**src/rtl/dma_irq_coalesce_if.sv**
```systemverilog
// Event, configuration and status bundle between the transfer engine / register
// file (master side) and the interrupt coalescing controller (slave side).
interface dma_irq_coalesce_if #(
    parameter int unsigned CNT_WIDTH = 8
);
    logic                 ioc_evt_i;
    logic                 err_evt_i;
    logic [CNT_WIDTH-1:0] irq_threshold_i;
    logic [CNT_WIDTH-1:0] irq_delay_i;
    logic                 ioc_irqen_i;
    logic                 dly_irqen_i;
    logic                 err_irqen_i;
    logic                 ioc_clr_i;
    logic                 dly_clr_i;
    logic                 err_clr_i;
    logic                 ioc_irq_o;
    logic                 dly_irq_o;
    logic                 err_irq_o;
    logic                 irq_o;
    logic [CNT_WIDTH-1:0] pend_cnt_o;
    logic [CNT_WIDTH-1:0] dly_cnt_o;

    modport master (
        output ioc_evt_i, err_evt_i, irq_threshold_i, irq_delay_i,
        output ioc_irqen_i, dly_irqen_i, err_irqen_i,
        output ioc_clr_i, dly_clr_i, err_clr_i,
        input  ioc_irq_o, dly_irq_o, err_irq_o, irq_o, pend_cnt_o, dly_cnt_o
    );

    modport slave (
        input  ioc_evt_i, err_evt_i, irq_threshold_i, irq_delay_i,
        input  ioc_irqen_i, dly_irqen_i, err_irqen_i,
        input  ioc_clr_i, dly_clr_i, err_clr_i,
        output ioc_irq_o, dly_irq_o, err_irq_o, irq_o, pend_cnt_o, dly_cnt_o
    );
endinterface

```
**src/rtl/dma_irq_coalesce.sv**
```systemverilog
// CDMA interrupt coalescing: IOC threshold counting, prescaled delay timeout,
// sticky IOC/Dly/Err status bits and the combined registered interrupt line.
module dma_irq_coalesce #(
    parameter int unsigned PRESCALE  = 125,
    parameter int unsigned CNT_WIDTH = 8
) (
    input  logic               clk,
    input  logic               rst,
    input  logic               soft_rst_i,
    dma_irq_coalesce_if.slave  bus
);
    localparam int unsigned PW  = (PRESCALE > 1) ? $clog2(PRESCALE) : 1;
    localparam int unsigned CW1 = CNT_WIDTH + 1;
    localparam logic [PW-1:0] PRE_MAX = PW'(PRESCALE - 1);

    typedef enum logic {
        S_IDLE = 1'b0,
        S_RUN  = 1'b1
    } state_t;

    state_t               r_state;
    state_t               w_state_nxt;
    logic [PW-1:0]        r_presc;
    logic [PW-1:0]        w_presc_nxt;
    logic [CNT_WIDTH-1:0] r_dly_cnt;
    logic [CNT_WIDTH-1:0] w_dly_cnt_nxt;
    logic [CNT_WIDTH-1:0] r_pend_cnt;
    logic [CNT_WIDTH-1:0] w_pend_cnt_nxt;
    logic                 r_ioc;
    logic                 r_dly;
    logic                 r_err;
    logic                 r_irq;
    logic                 w_ioc_nxt;
    logic                 w_dly_nxt;
    logic                 w_err_nxt;
    logic                 w_irq_nxt;

    logic                 w_clr;
    logic [CNT_WIDTH-1:0] w_thr_eff;
    logic [CW1-1:0]       w_pend_inc;
    logic                 w_fire;
    logic                 w_arm;
    logic                 w_tick;
    logic                 w_expire;

    // Event decode; an IOC event always takes precedence over timer expiry.
    assign w_clr      = rst | soft_rst_i;
    assign w_thr_eff  = (bus.irq_threshold_i == '0) ? CNT_WIDTH'(1) : bus.irq_threshold_i;
    assign w_pend_inc = {1'b0, r_pend_cnt} + CW1'(1);
    assign w_fire     = bus.ioc_evt_i & (w_pend_inc >= {1'b0, w_thr_eff});
    assign w_arm      = bus.ioc_evt_i & ~w_fire & (bus.irq_delay_i != '0);
    assign w_tick     = (r_state == S_RUN) & (r_presc == PRE_MAX);
    assign w_expire   = w_tick & (r_dly_cnt == CNT_WIDTH'(1)) & ~bus.ioc_evt_i;

    always_ff @(posedge clk) begin
        if (w_clr) begin
            r_state <= S_IDLE;
        end else begin
            r_state <= w_state_nxt;
        end
    end

    always_comb begin
        w_state_nxt = r_state;
        case (r_state)
            S_IDLE: begin
                if (w_arm) begin
                    w_state_nxt = S_RUN;
                end
            end
            S_RUN: begin
                if (bus.ioc_evt_i && !w_arm) begin
                    w_state_nxt = S_IDLE;
                end else if (w_expire) begin
                    w_state_nxt = S_IDLE;
                end
            end
            default: w_state_nxt = S_IDLE;
        endcase
    end

    // Next values for counters, prescaler, status bits and the interrupt line.
    always_comb begin
        w_presc_nxt    = '0;
        w_dly_cnt_nxt  = '0;
        w_pend_cnt_nxt = r_pend_cnt;

        if (bus.ioc_evt_i) begin
            w_pend_cnt_nxt = w_fire ? '0 : w_pend_inc[CNT_WIDTH-1:0];
        end else if (w_expire) begin
            w_pend_cnt_nxt = '0;
        end

        if (w_arm) begin
            w_presc_nxt   = '0;
            w_dly_cnt_nxt = bus.irq_delay_i;
        end else if ((r_state == S_RUN) && (w_state_nxt == S_RUN)) begin
            w_presc_nxt   = w_tick ? '0 : r_presc + PW'(1);
            w_dly_cnt_nxt = w_tick ? r_dly_cnt - CNT_WIDTH'(1) : r_dly_cnt;
        end

        w_ioc_nxt = w_fire          | (r_ioc & ~bus.ioc_clr_i);
        w_dly_nxt = w_expire        | (r_dly & ~bus.dly_clr_i);
        w_err_nxt = bus.err_evt_i   | (r_err & ~bus.err_clr_i);
        w_irq_nxt = (r_ioc & bus.ioc_irqen_i) |
                    (r_dly & bus.dly_irqen_i) |
                    (r_err & bus.err_irqen_i);
    end

    always_ff @(posedge clk) begin
        if (w_clr) begin
            r_presc    <= '0;
            r_dly_cnt  <= '0;
            r_pend_cnt <= '0;
            r_ioc      <= 1'b0;
            r_dly      <= 1'b0;
            r_err      <= 1'b0;
            r_irq      <= 1'b0;
        end else begin
            r_presc    <= w_presc_nxt;
            r_dly_cnt  <= w_dly_cnt_nxt;
            r_pend_cnt <= w_pend_cnt_nxt;
            r_ioc      <= w_ioc_nxt;
            r_dly      <= w_dly_nxt;
            r_err      <= w_err_nxt;
            r_irq      <= w_irq_nxt;
        end
    end

    assign bus.ioc_irq_o  = r_ioc;
    assign bus.dly_irq_o  = r_dly;
    assign bus.err_irq_o  = r_err;
    assign bus.irq_o      = r_irq;
    assign bus.pend_cnt_o = r_pend_cnt;
    assign bus.dly_cnt_o  = r_dly_cnt;
endmodule

```
**src/flat_wrapper.sv**
```systemverilog
// flat-port wrapper written by rule: the top's interface ports become plain ports
module dma_irq_coalesce_flat 
#(
    parameter int unsigned PRESCALE  = 125,
    parameter int unsigned CNT_WIDTH = 8
)
  (clk, rst, soft_rst_i, bus_ioc_evt_i, bus_err_evt_i, bus_irq_threshold_i, bus_irq_delay_i, bus_ioc_irqen_i, bus_dly_irqen_i, bus_err_irqen_i, bus_ioc_clr_i, bus_dly_clr_i, bus_err_clr_i, bus_ioc_irq_o, bus_dly_irq_o, bus_err_irq_o, bus_irq_o, bus_pend_cnt_o, bus_dly_cnt_o);
  dma_irq_coalesce_if #(.CNT_WIDTH(CNT_WIDTH)) bus_i ();
  input  logic clk;
  input  logic rst;
  input  logic soft_rst_i;
  input wire logic [$bits(bus_i.ioc_evt_i)-1:0] bus_ioc_evt_i;
  input wire logic [$bits(bus_i.err_evt_i)-1:0] bus_err_evt_i;
  input wire logic [$bits(bus_i.irq_threshold_i)-1:0] bus_irq_threshold_i;
  input wire logic [$bits(bus_i.irq_delay_i)-1:0] bus_irq_delay_i;
  input wire logic [$bits(bus_i.ioc_irqen_i)-1:0] bus_ioc_irqen_i;
  input wire logic [$bits(bus_i.dly_irqen_i)-1:0] bus_dly_irqen_i;
  input wire logic [$bits(bus_i.err_irqen_i)-1:0] bus_err_irqen_i;
  input wire logic [$bits(bus_i.ioc_clr_i)-1:0] bus_ioc_clr_i;
  input wire logic [$bits(bus_i.dly_clr_i)-1:0] bus_dly_clr_i;
  input wire logic [$bits(bus_i.err_clr_i)-1:0] bus_err_clr_i;
  output wire logic [$bits(bus_i.ioc_irq_o)-1:0] bus_ioc_irq_o;
  output wire logic [$bits(bus_i.dly_irq_o)-1:0] bus_dly_irq_o;
  output wire logic [$bits(bus_i.err_irq_o)-1:0] bus_err_irq_o;
  output wire logic [$bits(bus_i.irq_o)-1:0] bus_irq_o;
  output wire logic [$bits(bus_i.pend_cnt_o)-1:0] bus_pend_cnt_o;
  output wire logic [$bits(bus_i.dly_cnt_o)-1:0] bus_dly_cnt_o;
  assign bus_i.ioc_evt_i = bus_ioc_evt_i;
  assign bus_i.err_evt_i = bus_err_evt_i;
  assign bus_i.irq_threshold_i = bus_irq_threshold_i;
  assign bus_i.irq_delay_i = bus_irq_delay_i;
  assign bus_i.ioc_irqen_i = bus_ioc_irqen_i;
  assign bus_i.dly_irqen_i = bus_dly_irqen_i;
  assign bus_i.err_irqen_i = bus_err_irqen_i;
  assign bus_i.ioc_clr_i = bus_ioc_clr_i;
  assign bus_i.dly_clr_i = bus_dly_clr_i;
  assign bus_i.err_clr_i = bus_err_clr_i;
  assign bus_ioc_irq_o = bus_i.ioc_irq_o;
  assign bus_dly_irq_o = bus_i.dly_irq_o;
  assign bus_err_irq_o = bus_i.err_irq_o;
  assign bus_irq_o = bus_i.irq_o;
  assign bus_pend_cnt_o = bus_i.pend_cnt_o;
  assign bus_dly_cnt_o = bus_i.dly_cnt_o;
  dma_irq_coalesce #(.PRESCALE(PRESCALE), .CNT_WIDTH(CNT_WIDTH)) u_core (.clk(clk), .rst(rst), .soft_rst_i(soft_rst_i), .bus(bus_i));
endmodule
```
**config.mk**
```make
export PLATFORM = sky130hd
export DESIGN_NAME = dma_irq_coalesce_flat
export DESIGN_NICKNAME = d
export VERILOG_FILES = /design/src/rtl/dma_irq_coalesce_if.sv /design/src/rtl/dma_irq_coalesce.sv /design/src/flat_wrapper.sv
export SDC_FILE = /design/constraint.sdc
export NUM_CORES = 1
export LEC_CHECK = 0
export ABC_AREA = 1
export BUFFER_PORTS_ARGS = -buffer_cell sky130_fd_sc_hd__buf_2
export CAP_MARGIN = 20
export CORE_AREA = 10 10 78 80
export CTS_BUF_LIST = sky130_fd_sc_hd__clkbuf_8
export DETAILED_ROUTE_END_ITERATION = 7
export DIE_AREA = 0 0 88 90
export PLACE_DENSITY = 0.67
export SYNTH_ARGS = -nofsm -noshare
export SYNTH_HDL_FRONTEND = slang
export SYNTH_SLANG_ARGS = --single-unit
```
**constraint.sdc**
```tcl
create_clock -name clk -period 4.56 [get_ports clk]
set_input_delay 0.684 -clock clk [delete_from_list [all_inputs] [get_ports clk]]
set_output_delay 0.684 -clock clk [all_outputs]
set_load 0.01 [all_outputs]
```
==> results, run 1 <==
- The cell depth of the worst hold path is 2.
- The total count of hold-check failures in the final report is 0.
- The number of nets in the synthesized netlist is 292.
- The achievable clock frequency is 413.7 MHz.
- The die is 90 µm tall.
- The clock passes through at most 2 buffers.
- The tree is rooted in a sky130_fd_sc_hd__clkbuf_8.
- Dividing the detail-routed wire length by the instance count gives 12.08 µm.
- The global-route wire length before repair is 7113 µm.
- The terminating pin of the worst hold path is u_core.bus.ioc_irq_o$_SDFF_PP0_.
- The initialized floorplan defines 25 standard-cell rows.
- After technology mapping, the gate count stands at 252.
- For this design the static power due to leakage is 0.001093 µW.
- For this run, asynchronously set or reset flops after synthesis account for 0.
- The maximum number of pins on one net before global-route repair is 17.
- Of the total power, combinational logic draws 0.130.
- The placeable core area is 0.004598 mm².
- TritonCTS created 3 clock buffers.
- The post-route fraction of the period consumed by the critical path is 0.5301.
- The routed design has 4277 µm of wire.
- At the worst endpoint, the required time is 4.77 ns.
- The flow ran to the end, and the final reports show no timing, DRC or antenna violations.
- The worst path buffer plus inverter count is 1.
- The number of antenna violations at the first check in global routing is 0.
- The number of H-tree levels is 1.
- Measured in cells, the most critical reg-to-reg path has a length of 15.
- The worst register-to-register path ends at u_core.bus.pend_cnt_o[1]$_SDFFE_PP0P_.
- The initial cell density of the core is 0.3872.
- The kind of cell with the highest combined delay along the critical path is simple AND/OR/NAND/NOR gates.
- The detail route stage leaves a number of antenna-violating nets equal to 0.
- The I/O pin count is 47.
- Global routing finished with a remaining overflow of 0.
- For this run, the total global-route usage over all layers was measured as 0.1084.
- The stage delay of the slowest cell on the critical path is 0.46 ns.
- The number of synthesized flops with an enable pin is 0.
- Yosys printed 0 warnings.
- The layout has 469 filler cells.
- Setup repair after global routing left no endpoint under its margin.
- The critical path arrival is 2.63 ns.
- The total power of the final layout is 522.9 µW.
- The largest individual stage delay along the critical path comes from the cell sky130_fd_sc_hd__dfxtp_1.
- The net count of the finished layout is 341.
- Before antenna repair, the detailed router went through 4 iterations.
- In the final layout, the multi-input gates occupy 0.001047 mm².
- The buffer count from post-CTS setup fixing is 0.
- The sum of net half-perimeters after detailed placement is 3491 µm.
- The first routing iteration left 44 violations.
- The number of vias after detailed routing is 1639.
- In the routed design, unresolved DRC markers number 0.
- For the final database, setup skew stands at 0.002690 ns.
- The sequential share of the synthesized area is 0.3148.
- The category of the worst setup path launch point is a flop.
- The synthesized netlist contains 28 unique library cells.
- The summed negative setup slack over all endpoints is 0 ns.
- In this run the power spent charging and discharging nets is 127.7 µW.
- In the final layout, the share of cells above drive strength 1 is 0.2267.
- Counting stages on the worst path, the most repeated cell is sky130_fd_sc_hd__nand2_1.
- The die covers 0.007920 mm².
- The tightest min-delay check is of the flop to flop type.
- The commonest non-fill, non-tap cell in the layout is sky130_fd_sc_hd__nand2_1.
- The repair_antennas step left the layout with diodes totalling 0.
- The area growth from synthesis to final layout is 20.31%.
- A synthesized cell averages 7.065 µm².
- The most used flip-flop cell after synthesis is sky130_fd_sc_hd__dfxtp_1.
- The worst flop-to-flop path startpoint is u_core.bus.pend_cnt_o[0]$_SDFFE_PP0P_.
- The count of buffers from port buffering is 46.
- The post-synthesis cell area is 0.001780 mm².
- The ratio of routed vias to standard cells is 4.630.
- The kind of capture point of the worst setup path is a flop.
- The via count of the first global-routing pass is 1568.
- The number of hold buffers added after CTS was 0.
- The signal on the critical path passes through ha_1 -> nand3_2 -> xnor2_1 -> ha_1 -> nand2_1 -> inv_1 -> nand2_1 -> nand3_1 -> nand2_1 -> nand2_1 -> nand2_1 -> nand2_1 -> nor2_4 -> nand2_1 -> a21oi_1.
- The routability congestion estimate from global placement is 0.8436.
- Once the clock tree was built, the resizer swapped 0 gates to a different size.
- The fraction of power consumed by the clock network is 0.384.
- Along the worst path, the maximum fanout reaches 9.
- The number of clock sinks seen by CTS is 28.
- The clock period could shrink to 2.417 ns.
- The clock insertion delay at the later pin of the skew report is 0.28 ns.
- The tool flagged a number of max-cap violations equal to 0.
- The power density of the placed cells is 244.1 mW/mm².
- The tightest slew margin relative to the limit is 0.6740.
- In this run the register-to-register setup slack is 2.14 ns.
- The start point of the worst min-delay path is u_core.bus.ioc_irq_o$_SDFF_PP0_.
- The maximum resistive drop on vdd is 0.1213 mV.
- The internal portion of the total power is 395.2 µW.
- The die width is 88 µm.
- The max-slew violation total from the final report is 0.
- The type of the worst setup path is flop to flop.
- Of the total power, the share spent switching nets is 0.2442.
- The sequential cells in the finished layout cover a total of 560.5 µm².
- Leaving out fill and tap cells, the most frequent cells in the layout are 70 x sky130_fd_sc_hd__nand2_1, 46 x sky130_fd_sc_hd__buf_2, 44 x sky130_fd_sc_hd__inv_1.
- The share of total power dissipated in sequential elements is 0.486.
- At the pin with the least slew margin, the transition time is 0.4885 ns.
- The clock-pin slew of the registers on the worst-case setup and hold paths is 0.10 ns.
- The CTS tree is done.
- In this run, synthesis produced a sequential element count of 28.
- Setup violations remaining at the end of the flow were counted as 0.
## stage by stage
stage                     utilization  instances  hold slack [ns]  worst slack, ns  cell area (µm²)
after CTS                      0.4659        354           0.5002            2.119             2142
after global placement         0.4503        350           0.4473            2.071             2071
after detailed placement       0.4503        350           0.4802            2.012             2071
after floorplan                     -        252           0.4297            2.329             1780
after global routing           0.4659        354           0.5348            1.797             2142
final                          0.4659        354           0.4933            2.143             2142
## cell type report
cell class / instances / area share
Clock buffer: 3 / 0.01928
Tap cell: 54 / 0.03154
Inverter: 44 / 0.07710
Multi-Input combinational cell: 178 / 0.4889
Sequential cell: 28 / 0.2617
Clock inverter: 1 / 0.01402
Timing Repair Buffer: 46 / 0.1075
## per-layer routing
layer	wire, µm	global-route usage	part of all wire	vias to the layer above
met1	1993	0.1249	0.47	711
met5	0	0	0	-
met4	83	0.05186	0.019	0
met2	1905	0.1742	0.45	32
li1	-	-	-	891
met3	295	0.03430	0.069	5
## worst register-to-register path, stage by stage, from the launching register on
cell                      delay [ns]
sky130_fd_sc_hd__dfxtp_1        0.46
sky130_fd_sc_hd__ha_1           0.24
sky130_fd_sc_hd__nand3_2        0.11
sky130_fd_sc_hd__xnor2_1        0.23
sky130_fd_sc_hd__ha_1           0.28
sky130_fd_sc_hd__nand2_1        0.09
sky130_fd_sc_hd__inv_1          0.04
sky130_fd_sc_hd__nand2_1        0.05
sky130_fd_sc_hd__nand3_1        0.07
sky130_fd_sc_hd__nand2_1        0.06
sky130_fd_sc_hd__nand2_1        0.09
sky130_fd_sc_hd__nand2_1        0.10
sky130_fd_sc_hd__nand2_1        0.10
sky130_fd_sc_hd__nor2_4         0.22
sky130_fd_sc_hd__nand2_1        0.08
sky130_fd_sc_hd__a21oi_1        0.13
## how the worst max path moves through the flow
| stage | from | to | slack (ns) | cells past startpoint |
|---|---|---|---|---|
| after floorplan | bus_irq_threshold_i[1] | u_core.bus.dly_cnt_o[1]$_SDFFE_PP0P_ | 2.33 | 14 |
| after global placement | bus_irq_threshold_i[1] | u_core.bus.pend_cnt_o[2]$_SDFFE_PP0P_ | 2.07 | 15 |
| after detailed placement | bus_irq_threshold_i[1] | u_core.bus.pend_cnt_o[7]$_SDFFE_PP0P_ | 2.01 | 15 |
| after CTS | u_core.bus.pend_cnt_o[0]$_SDFFE_PP0P_ | u_core.bus.pend_cnt_o[7]$_SDFFE_PP0P_ | 2.12 | 15 |
| after global routing | u_core.bus.pend_cnt_o[0]$_SDFFE_PP0P_ | u_core.bus.dly_cnt_o[1]$_SDFFE_PP0P_ | 1.80 | 15 |
| final | u_core.bus.pend_cnt_o[0]$_SDFFE_PP0P_ | u_core.bus.pend_cnt_o[1]$_SDFFE_PP0P_ | 2.14 | 15 |
## registers in the layout, indices dropped and copies added, names as in the netlist
register	count
u_core.bus.dly_cnt_o	8
u_core.bus.dly_irq_o	1
u_core.bus.err_irq_o	1
u_core.bus.ioc_irq_o	1
u_core.bus.irq_o	1
u_core.bus.pend_cnt_o	8
u_core.r_presc	7
u_core.r_state	1
## synth_stat cells, types with 2 or more instances
cell,count,share of area
sky130_fd_sc_hd__nand2_1,70,0.15
sky130_fd_sc_hd__inv_1,44,0.093
sky130_fd_sc_hd__dfxtp_1,28,0.31
sky130_fd_sc_hd__nor2_1,16,0.034
sky130_fd_sc_hd__a21oi_1,14,0.039
sky130_fd_sc_hd__ha_1,13,0.091
sky130_fd_sc_hd__nand3_1,11,0.031
sky130_fd_sc_hd__xor2_1,11,0.054
sky130_fd_sc_hd__nand4_1,8,0.028
sky130_fd_sc_hd__nor2_2,5,0.018
sky130_fd_sc_hd__xnor2_1,5,0.025
sky130_fd_sc_hd__nand2_2,4,0.014
sky130_fd_sc_hd__nor4_1,3,0.011
sky130_fd_sc_hd__clkbuf_1,2,0.0042
sky130_fd_sc_hd__nand4_2,2,0.014
sky130_fd_sc_hd__nor2_4,2,0.013
sky130_fd_sc_hd__nor3_1,2,0.0056
sky130_fd_sc_hd__o21ai_0,2,0.0056
## power groups by stage
stage               registers [µW]  clock network [µW]  logic [µW]
finish                         254                 201        67.9
global route                   255                 213        77.4
CTS                            254                 205        68.7
detailed placement             260                   0        68.4
global placement               260                   0        67.4
floorplan                      261                   0        41.5
## cells by family after synthesis
family,synth area share
AO/OA/AOI/OAI,0.07099
XOR/XNOR,0.07870
adder cells (fa/ha/maj),0.09136
buffers and inverters,0.09698
flip-flops,0.3148
AND/OR/NAND/NOR,0.3472
(Power assumes the default switching activity.)
==> inputs of run 2 (changes only) <==
- ABC_AREA: 1 -> 0
- CORE_AREA: 10 10 78 80 -> 10 10 76 78
- DIE_AREA: 0 0 88 90 -> 0 0 86 88
- PLACE_DENSITY: 0.67 -> 0.68
- clock period: 4.56 -> 2.45 ns (I/O delays scaled with it)
==> run 2 against run 1 <==
  * Cell count is 12% lower
  * Sequential power increased by 96%
  * Sequential share of layout area decreased by 1.0 points
  * Critical path depth down 5
  * Die area down 4.4%
  * Combinational power grew to 2.7 times the previous value
  * Register-to-register slack worse by 2.1 ns
  * Critical endpoint is now u_core.bus.dly_cnt_o[7]$_SDFFE_PP0P_
  * Largest cell class unchanged
  * Largest power group unchanged
==> results, run 2 <==
- The number of synthesized flops with an enable pin was 0 (unchanged).
- The iteration count of the initial detailed-routing pass came to 4 (unchanged).
- The number of CTS-inserted buffers is 3 (unchanged).
- The maximum resistive drop on vdd is 0.2918 mV (was 0.1213 mV).
- The maximum number of pins on one net before global-route repair is 17 (unchanged).
- The combinational fraction of design power is 0.177 (was 0.130).
- The power density of the placed cells came to 461.3 mW/mm² (was 244.1 mW/mm²).
- The category of the worst setup path launch point was a flop (unchanged).
- The number of clock sinks seen by CTS is 28 (unchanged).
- RSZ-0062 raised after global routing: yes (was no).
- The number of H-tree levels was 1 (unchanged).
- The final design utilization is 0.5286 (was 0.4659).
- Leading cell types in the layout, fill and taps excluded: 46 x sky130_fd_sc_hd__buf_2, 24 x sky130_fd_sc_hd__dfxtp_1, 19 x sky130_fd_sc_hd__buf_4 (was 70 x sky130_fd_sc_hd__nand2_1, 46 x sky130_fd_sc_hd__buf_2, 44 x sky130_fd_sc_hd__inv_1).
- The post-detailed-route DRC marker count is 0 (unchanged).
- The reported net switching power was 261.7 µW (was 127.7 µW).
- The data required time of the worst path came to 2.62 ns (was 4.77 ns).
- The worst setup path endpoint is u_core.bus.dly_cnt_o[7]$_SDFFE_PP0P_ (was u_core.bus.pend_cnt_o[1]$_SDFFE_PP0P_).
- The largest driver fanout on the critical path is 8 (was 9).
- The CTS tree is done (unchanged).
- The net switching share of the total power came to 0.2500 (was 0.2442).
- The initial cell density of the core is 0.3910 (was 0.3872).
- The clock insertion delay at the later pin of the skew report is 0.27 ns (was 0.28 ns).
- The most common flop cell mapped by yosys is sky130_fd_sc_hd__dfxtp_1 (unchanged).
- The internal portion of total power is 785.3 µW (was 395.2 µW).
- The post-detailed-route wirelength per cell is 15.03 µm (was 12.08 µm).
- The leakage power of the design is 0.001064 µW (was 0.001093 µW).
- The root buffer selected by CTS is sky130_fd_sc_hd__clkbuf_8 (unchanged).
- The total number of yosys warnings is 0 (unchanged).
- The transition time at the pin with the least slew margin is 0.6936 ns (was 0.4885 ns).
- The slack of the worst reg-to-reg path is 0.001 ns (was 2.14 ns).
- Result of the run: complete, no violations (unchanged).
- The summed negative setup slack over all endpoints is 0 ns (unchanged).
- The fraction of power consumed by the clock network came to 0.349 (was 0.384).
- Area contributors post-synth: sky130_fd_sc_hd__dfxtp_1 33%, sky130_fd_sc_hd__ha_1 9.7%, sky130_fd_sc_hd__inv_1 3.4%, sky130_fd_sc_hd__nand3_1 3.3%, sky130_fd_sc_hd__nand2_1 3.1% (was sky130_fd_sc_hd__dfxtp_1 31%, sky130_fd_sc_hd__nand2_1 15%, sky130_fd_sc_hd__inv_1 9.3%, sky130_fd_sc_hd__ha_1 9.1%, sky130_fd_sc_hd__xor2_1 5.4%).
- The pre-CTS setup slack was -0.06158 ns (was 2.012 ns).
- The post-synth net total is 236 (was 292).
- The initial DRC count came to 141 (was 44).
- The area after detailed placement came to 0.002101 mm² (was 0.002071 mm²).
- The kind of capture point of the worst setup path is a flop (unchanged).
- The die width came to 86 µm (was 88 µm).
- The total count of hold-check failures in the final report came to 0 (unchanged).
- The depth of the most critical reg-to-reg path came to 10 (was 15).
- The final setup slack of the worst path came to 0.001228 ns (was 2.143 ns).
- The placeable core area is 0.004294 mm² (was 0.004598 mm²).
- The critical path arrival is 2.62 ns (was 2.63 ns).
- The post-route fraction of the period consumed by the critical path came to 0.9995 (was 0.5301).
- The number of buffers on the longest clock path is 2 (unchanged).
- The commonest non-fill, non-tap cell in the layout is sky130_fd_sc_hd__buf_2 (was sky130_fd_sc_hd__nand2_1).
- The most frequent cell after synthesis is sky130_fd_sc_hd__dfxtp_1 (was sky130_fd_sc_hd__nand2_1).
- The sum of net half-perimeters after detailed placement is 3730 µm (was 3491 µm).
- The share of Yosys cell area claimed by the top area cell type is 0.3338 (was 0.3148).
- The ratio of routed vias to standard cells is 5.425 (was 4.630).
- The placement row count is 24 (was 25).
- The fraction of final layout cells sized beyond drive strength 1 is 0.3602 (was 0.2267).
- The count of buffers from port buffering is 46 (unchanged).
- The final critical path time including I/O delays and setup is 2.449 ns (was 2.417 ns).
- The number of vias after detailed routing came to 1698 (was 1639).
- The worst flop-to-flop path startpoint is u_core.bus.pend_cnt_o[0]$_SDFFE_PP0P_ (unchanged).
- The tightest slew margin relative to the limit is 0.5333 (was 0.6740).
- The global-route wire length before repair was 7665 µm (was 7113 µm).
- The share of flip-flops with an asynchronous set or reset after synthesis is 0 (unchanged).
- The area growth from synthesis to final layout is 35.17% (was 20.31%).
- The cell taking the most area after synthesis is sky130_fd_sc_hd__dfxtp_1 (unchanged).
- The die footprint was 0.007568 mm² (was 0.007920 mm²).
- The mean area per synthesized cell came to 8.567 µm² (was 7.065 µm²).
- The type of the most critical hold path is primary input to flop (was flop to flop).
- The post-synthesis cell area was 0.001679 mm² (was 0.001780 mm²).
- The final non-filler cell area is 0.002270 mm² (was 0.002142 mm²).
- The worst clock skew on the final layout is 0.004338 ns (was 0.002690 ns).
- The max-slew violation total from the final report was 0 (unchanged).
- Top cell types by occurrence after synthesis: 28 x sky130_fd_sc_hd__dfxtp_1, 15 x sky130_fd_sc_hd__inv_1, 14 x sky130_fd_sc_hd__nand2_1 (was 70 x sky130_fd_sc_hd__nand2_1, 44 x sky130_fd_sc_hd__inv_1, 28 x sky130_fd_sc_hd__dfxtp_1).
- The cell depth of the worst hold path is 2 (unchanged).
- The via count of the first global-routing pass is 1625 (was 1568).
- The sequential share of the synthesized area is 0.3338 (was 0.3148).
- The post-synthesis cell count came to 196 (was 252).
- The net count of the finished layout is 302 (was 341).
- The routability congestion estimate from global placement is 0.7921 (was 0.8436).
- The overall overflow remaining after global route was 0 (unchanged).
- The flop and latch count out of synthesis is 28 (unchanged).
- The worst reg2reg path endpoint is u_core.bus.dly_cnt_o[7]$_SDFFE_PP0P_ (was u_core.bus.pend_cnt_o[1]$_SDFFE_PP0P_).
- The number of buffers added to fix hold violations after cts is 0 (unchanged).
- The total wire length after detailed routing is 4703 µm (was 4277 µm).
- The achievable clock frequency is 408.4 MHz (was 413.7 MHz).
- The clock-pin slew of the registers on the worst-case setup and hold paths is 0.10 ns (about the same).
- The die height came to 88 µm (was 90 µm).
- The number of nets still failing antenna checks after routing came to 0 (unchanged).
- The number of diodes added for antenna fixing came to 0 (unchanged).
- The launch point of the worst path is u_core.bus.pend_cnt_o[0]$_SDFFE_PP0P_ (unchanged).
- The setup violation total in the final timing report is 0 (unchanged).
- The I/O pin count is 47 (unchanged).
- The count of unique library cells instantiated by Yosys is 51 (was 28).
- The relative contribution of sequential cells to total power is 0.474 (was 0.486).
- The count of maximum capacitance violations came to 0 (unchanged).
- The total global-route track usage is 0.1205 (was 0.1084).
- The type of the worst setup path was flop to flop (unchanged).
- The number of antenna violations at the first check in global routing is 0 (unchanged).
## run 2: stage by stage
step           total power, µW  hold WS, ns  cells
2_1_floorplan            615.0       0.4297    196
3_3_place_gp             682.2       0.4476    305
3_5_place_dp             686.3       0.4547    305
4_1_cts                   1047       0.3055    309
5_1_grt                   1099       0.3011    313
6_report                  1047       0.3079    313
## run 2: how the worst min path moves through the flow
stage                                       from                               to  slack [ns]
finish                                       rst  u_core.bus.dly_irq_o$_SDFF_PP0_        0.31
global route                                 rst  u_core.bus.err_irq_o$_SDFF_PP0_        0.30
CTS                                          rst  u_core.bus.err_irq_o$_SDFF_PP0_        0.31
detailed placement  u_core.r_presc[0]$_SDFF_PP0_     u_core.r_presc[0]$_SDFF_PP0_        0.45
global placement    u_core.r_presc[0]$_SDFF_PP0_     u_core.r_presc[0]$_SDFF_PP0_        0.45
floorplan           u_core.r_presc[0]$_SDFF_PP0_     u_core.r_presc[0]$_SDFF_PP0_        0.43
## run 2: worst max-delay path, cell delays in order (launching register included)
cell and delay (ns):
sky130_fd_sc_hd__dfxtp_4 0.36, sky130_fd_sc_hd__ha_4 0.15, sky130_fd_sc_hd__and3_4 0.19, sky130_fd_sc_hd__buf_4 0.13, sky130_fd_sc_hd__buf_4 0.12, sky130_fd_sc_hd__xor2_1 0.14, sky130_fd_sc_hd__ha_2 0.33, sky130_fd_sc_hd__nand2_1 0.06
sky130_fd_sc_hd__or3_1 0.33, sky130_fd_sc_hd__and2_4 0.18, sky130_fd_sc_hd__a221o_2 0.34
## run 2: cell families after synthesis
kind of cell,Yosys count,share of synthesized area
compound gates,51,0.2243
xor+xnor,10,0.05216
fa+ha+maj,13,0.09687
buf+inv,21,0.05141
flops,28,0.3338
mux,1,0.006706
simple gates,72,0.2347
## run 2: layout make-up
class                      count  area (µm²)
fill                         415        2024
multi-input combinational    147        1102
sequential                    28       570.5
timing repair buffer          67       404.1
tap                           52       65.06
inverter                      15       56.30
clock buffer                   3       41.29
clock inverter                 1       30.03
## run 2: power by group through the flow
stage          Combinational, µW  Clock, µW  Sequential [µW]
2_1_floorplan                107          0              508
3_3_place_gp                 178          0              505
3_5_place_dp                 181          0              505
4_1_cts                      182        370              495
5_1_grt                      210        390              499
6_report                     185        365              497
## run 2: layer usage
metal / routed length (µm) / vias to the layer above / share of wire / GRT usage
li1: - / 863 / - / -
met2: 2030 / 46 / 0.43 / 0.1771
met4: 50 / 0 / 0.011 / 0.03892
met1: 2325 / 785 / 0.49 / 0.1678
met3: 296 / 4 / 0.063 / 0.02786
met5: 0 / - / 0 / 0
## run 2: timing repair
action                                  CTS  global route
setup buffers                             0             4
gates cloned                              0             0
gates resized for setup                   3            11
pin swaps                                 0            12
endpoints found under the setup margin    9            17
==> inputs of run 3 (changes only) <==
- CORE_AREA: 10 10 76 78 -> 2 2 73 75
- DIE_AREA: 0 0 86 88 -> 0 0 75 77
- PLACE_DENSITY: 0.68 -> 0.61
==> run 3 against run 2 <==
  * Utilization is 7.2 points lower
  * Clock-buffer cell count stayed put
  * The run now ends with setup timing left
  * Largest cell class unchanged
  * Worst hold slack worse by 0.0090 ns
  * Flip-flop and latch count stayed put
  * Critical path depth stayed put
  * Combinational power is 4% higher
  * Largest power group unchanged
  * Worst setup slack worse by 0.047 ns
  * Critical path type unchanged
  * Highest routed layer unchanged
  * Clock skew is 0.00055 ns lower
  * Cell count is 5.8% higher
==> results, run 3 (same netlist as run 2, synthesis figures left out) <==
- Result of the run: finished with violations (was complete, no violations).
- The checks that failed: setup timing.
- The area growth from synthesis to final layout is 35.47% (was 35.17%).
- The setup violation total in the final timing report is 2 (was 0).
- The cell depth of the worst hold path is 2 (unchanged).
- The net count of the finished layout was 302 (unchanged).
- The number of antenna violations at the first check in global routing is 0 (unchanged).
- The placeable core area came to 0.004977 mm² (was 0.004294 mm²).
- The final non-filler cell area is 0.002275 mm² (was 0.002270 mm²).
- The number of filler instances in the final layout is 505 (was 415).
- The final critical path time including I/O delays and setup came to 2.496 ns (was 2.449 ns).
- The post-detailed-route wirelength per cell is 14.19 µm (was 15.03 µm).
- The number of clock sinks seen by CTS was 28 (unchanged).
- The ratio of routed vias to standard cells is 5.224 (was 5.425).
- The number of buffers on the longest clock path is 2 (unchanged).
- The type of the most critical hold path was primary input to flop (unchanged).
- The die width is 75 µm (was 86 µm).
- The smallest hold slack was 0.2988 ns (was 0.3079 ns).
- The largest driver fanout on the critical path is 6 (was 8).
- The count of maximum capacitance violations is 0 (unchanged).
- The final setup slack of the worst path is -0.04578 ns (was 0.001228 ns).
- The multi-input gate area in the final layout is 0.001117 mm² (was 0.001102 mm²).
- The max-slew violation total from the final report is 0 (unchanged).
- The placement row count is 26 (was 24).
- The commonest non-fill, non-tap cell in the layout is sky130_fd_sc_hd__buf_2 (unchanged).
- The critical path arrival is 2.67 ns (was 2.62 ns).
- The post-detailed-route DRC marker count is 0 (unchanged).
- The root buffer selected by CTS is sky130_fd_sc_hd__clkbuf_8 (unchanged).
- The via count of the first global-routing pass is 1697 (was 1625).
- The kind of capture point of the worst setup path is a flop (unchanged).
- The die footprint is 0.005775 mm² (was 0.007568 mm²).
- The clock-pin slew of the registers on the worst-case setup and hold paths is 0.10 ns (about the same).
- The I/O pin count is 47 (unchanged).
- The fraction of final layout cells sized beyond drive strength 1 is 0.3602 (unchanged).
- The data required time of the worst path is 2.63 ns (was 2.62 ns).
- The total count of hold-check failures in the final report came to 0 (unchanged).
- RSZ-0062 raised after global routing: yes (unchanged).
- The worst clock skew on the final layout is 0.003783 ns (was 0.004338 ns).
- The leakage power of the design is 0.001058 µW (was 0.001064 µW).
- The post-route fraction of the period consumed by the critical path is 1.019 (was 0.9995).
- The sum of net half-perimeters after detailed placement is 3502 µm (was 3730 µm).
- The global-route wire length before repair is 7721 µm (was 7665 µm).
- The routability congestion estimate from global placement came to 0.8511 (was 0.7921).
- The number of vias after detailed routing is 1729 (was 1698).
- The transition time at the pin with the least slew margin is 0.5598 ns (was 0.6936 ns).
- The overall overflow remaining after global route came to 0 (unchanged).
- The total power of the final layout came to 953.9 µW (was 1047 µW).
- The slack of the worst reg-to-reg path came to -0.05 ns (was 0.001 ns).
- The pre-CTS setup slack is -0.06976 ns (was -0.06158 ns).
- The clock insertion delay at the later pin of the skew report is 0.28 ns (was 0.27 ns).
- The total wire length after detailed routing is 4697 µm (was 4703 µm).
- Leading cell types in the layout, fill and taps excluded: 46 x sky130_fd_sc_hd__buf_2, 25 x sky130_fd_sc_hd__dfxtp_1, 18 x sky130_fd_sc_hd__buf_4 (was 46 x sky130_fd_sc_hd__buf_2, 24 x sky130_fd_sc_hd__dfxtp_1, 19 x sky130_fd_sc_hd__buf_4).
- The achievable clock frequency is 400.7 MHz (was 408.4 MHz).
- The total global-route track usage was 0.1688 (was 0.1205).
- The number of H-tree levels came to 1 (unchanged).
- The type of the worst setup path is flop to flop (unchanged).
- The iteration count of the initial detailed-routing pass is 4 (unchanged).
- The CTS tree is done (unchanged).
- The depth of the most critical reg-to-reg path was 10 (unchanged).
- The initial cell density of the core came to 0.3374 (was 0.3910).
- The area after detailed placement is 0.002123 mm² (was 0.002101 mm²).
- The maximum number of pins on one net before global-route repair came to 16 (was 17).
- The power density of the placed cells is 419.4 mW/mm² (was 461.3 mW/mm²).
- The tightest slew margin relative to the limit came to 0.6240 (was 0.5333).
- The sequential cell area is 569.3 µm² (was 570.5 µm²).
- The category of the worst setup path launch point is a flop (unchanged).
- The count of buffers from port buffering was 46 (unchanged).
- The maximum resistive drop on vdd came to 0.1873 mV (was 0.2918 mV).
- The initial DRC count is 88 (was 141).
- The number of nets still failing antenna checks after routing is 0 (unchanged).
- The die height came to 77 µm (was 88 µm).
- The number of diodes added for antenna fixing was 0 (unchanged).
- The number of CTS-inserted buffers is 3 (unchanged).
[run 3: cell types whose count changed in the layout (fill, tap and decap cells not counted), sizes merged]
cell | before | now
bufinv | 1 | 0
inv | 15 | 16
[run 3: final timing paths]
kind                                    startpoint                                    to
max          u_core.bus.pend_cnt_o[1]$_SDFFE_PP0P_  u_core.bus.dly_cnt_o[7]$_SDFFE_PP0P_
min                             bus_irq_delay_i[6]  u_core.bus.dly_cnt_o[6]$_SDFFE_PP0P_
max reg2reg  u_core.bus.pend_cnt_o[1]$_SDFFE_PP0P_  u_core.bus.dly_cnt_o[7]$_SDFFE_PP0P_
min reg2reg           u_core.r_presc[0]$_SDFF_PP0_          u_core.r_presc[0]$_SDFF_PP0_
[run 3: layout make-up]
| class | count | area share |
|---|---|---|
| Clock buffer | 3 | 0.01815 |
| Clock inverter | 1 | 0.001650 |
| Inverter | 15 | 0.02475 |
| Multi-Input combinational cell | 147 | 0.4912 |
| Sequential cell | 28 | 0.2503 |
| Tap cell | 70 | 0.03850 |
| Timing Repair Buffer | 67 | 0.1755 |
[run 3: worst max-delay path, stage by stage, from the launching register on]
cell and delay [ns]:
sky130_fd_sc_hd__dfxtp_4 0.37, sky130_fd_sc_hd__ha_4 0.13, sky130_fd_sc_hd__and3_4 0.20, sky130_fd_sc_hd__nand3_4 0.08
sky130_fd_sc_hd__xnor2_2 0.17, sky130_fd_sc_hd__ha_1 0.32, sky130_fd_sc_hd__o21a_1 0.14, sky130_fd_sc_hd__o21ai_2 0.09
sky130_fd_sc_hd__or3_4 0.34, sky130_fd_sc_hd__and2_4 0.17, sky130_fd_sc_hd__a221o_2 0.38
[run 3: what timing repair did]
action | CTS | global route
hold buffers | 0 | 0
gates resized for setup | 4 | 16
pin swaps | 1 | 17
setup endpoints to repair | 11 | 17
setup buffers | 2 | 2
[run 3: per-layer routing]
metal / part of all wire / wire length (µm) / GRT usage / vias up
met1: 0.46 / 2152 / 0.2144 / 811
met3: 0.051 / 240 / 0.03679 / 11
met4: 0.021 / 97 / 0.05714 / 0
li1: - / - / - / 861
met5: 0 / 0 / 0 / -
met2: 0.47 / 2207 / 0.2763 / 46
[run 3: power by group]
part	internal [µW]	switching [µW]
registers	470	23.8
logic	99.4	92.3
clock network	113	155
total	683	271
[run 3: metrics by stage]
stage | TNS, ns | cells | utilization
after floorplan | -0.1934 | 196 | -
after global placement | -0.009404 | 323 | 0.4266
after detailed placement | -0.1440 | 323 | 0.4266
after CTS | 0 | 329 | 0.4417
after global routing | -1.474 | 331 | 0.4570
final | -0.06297 | 331 | 0.4570
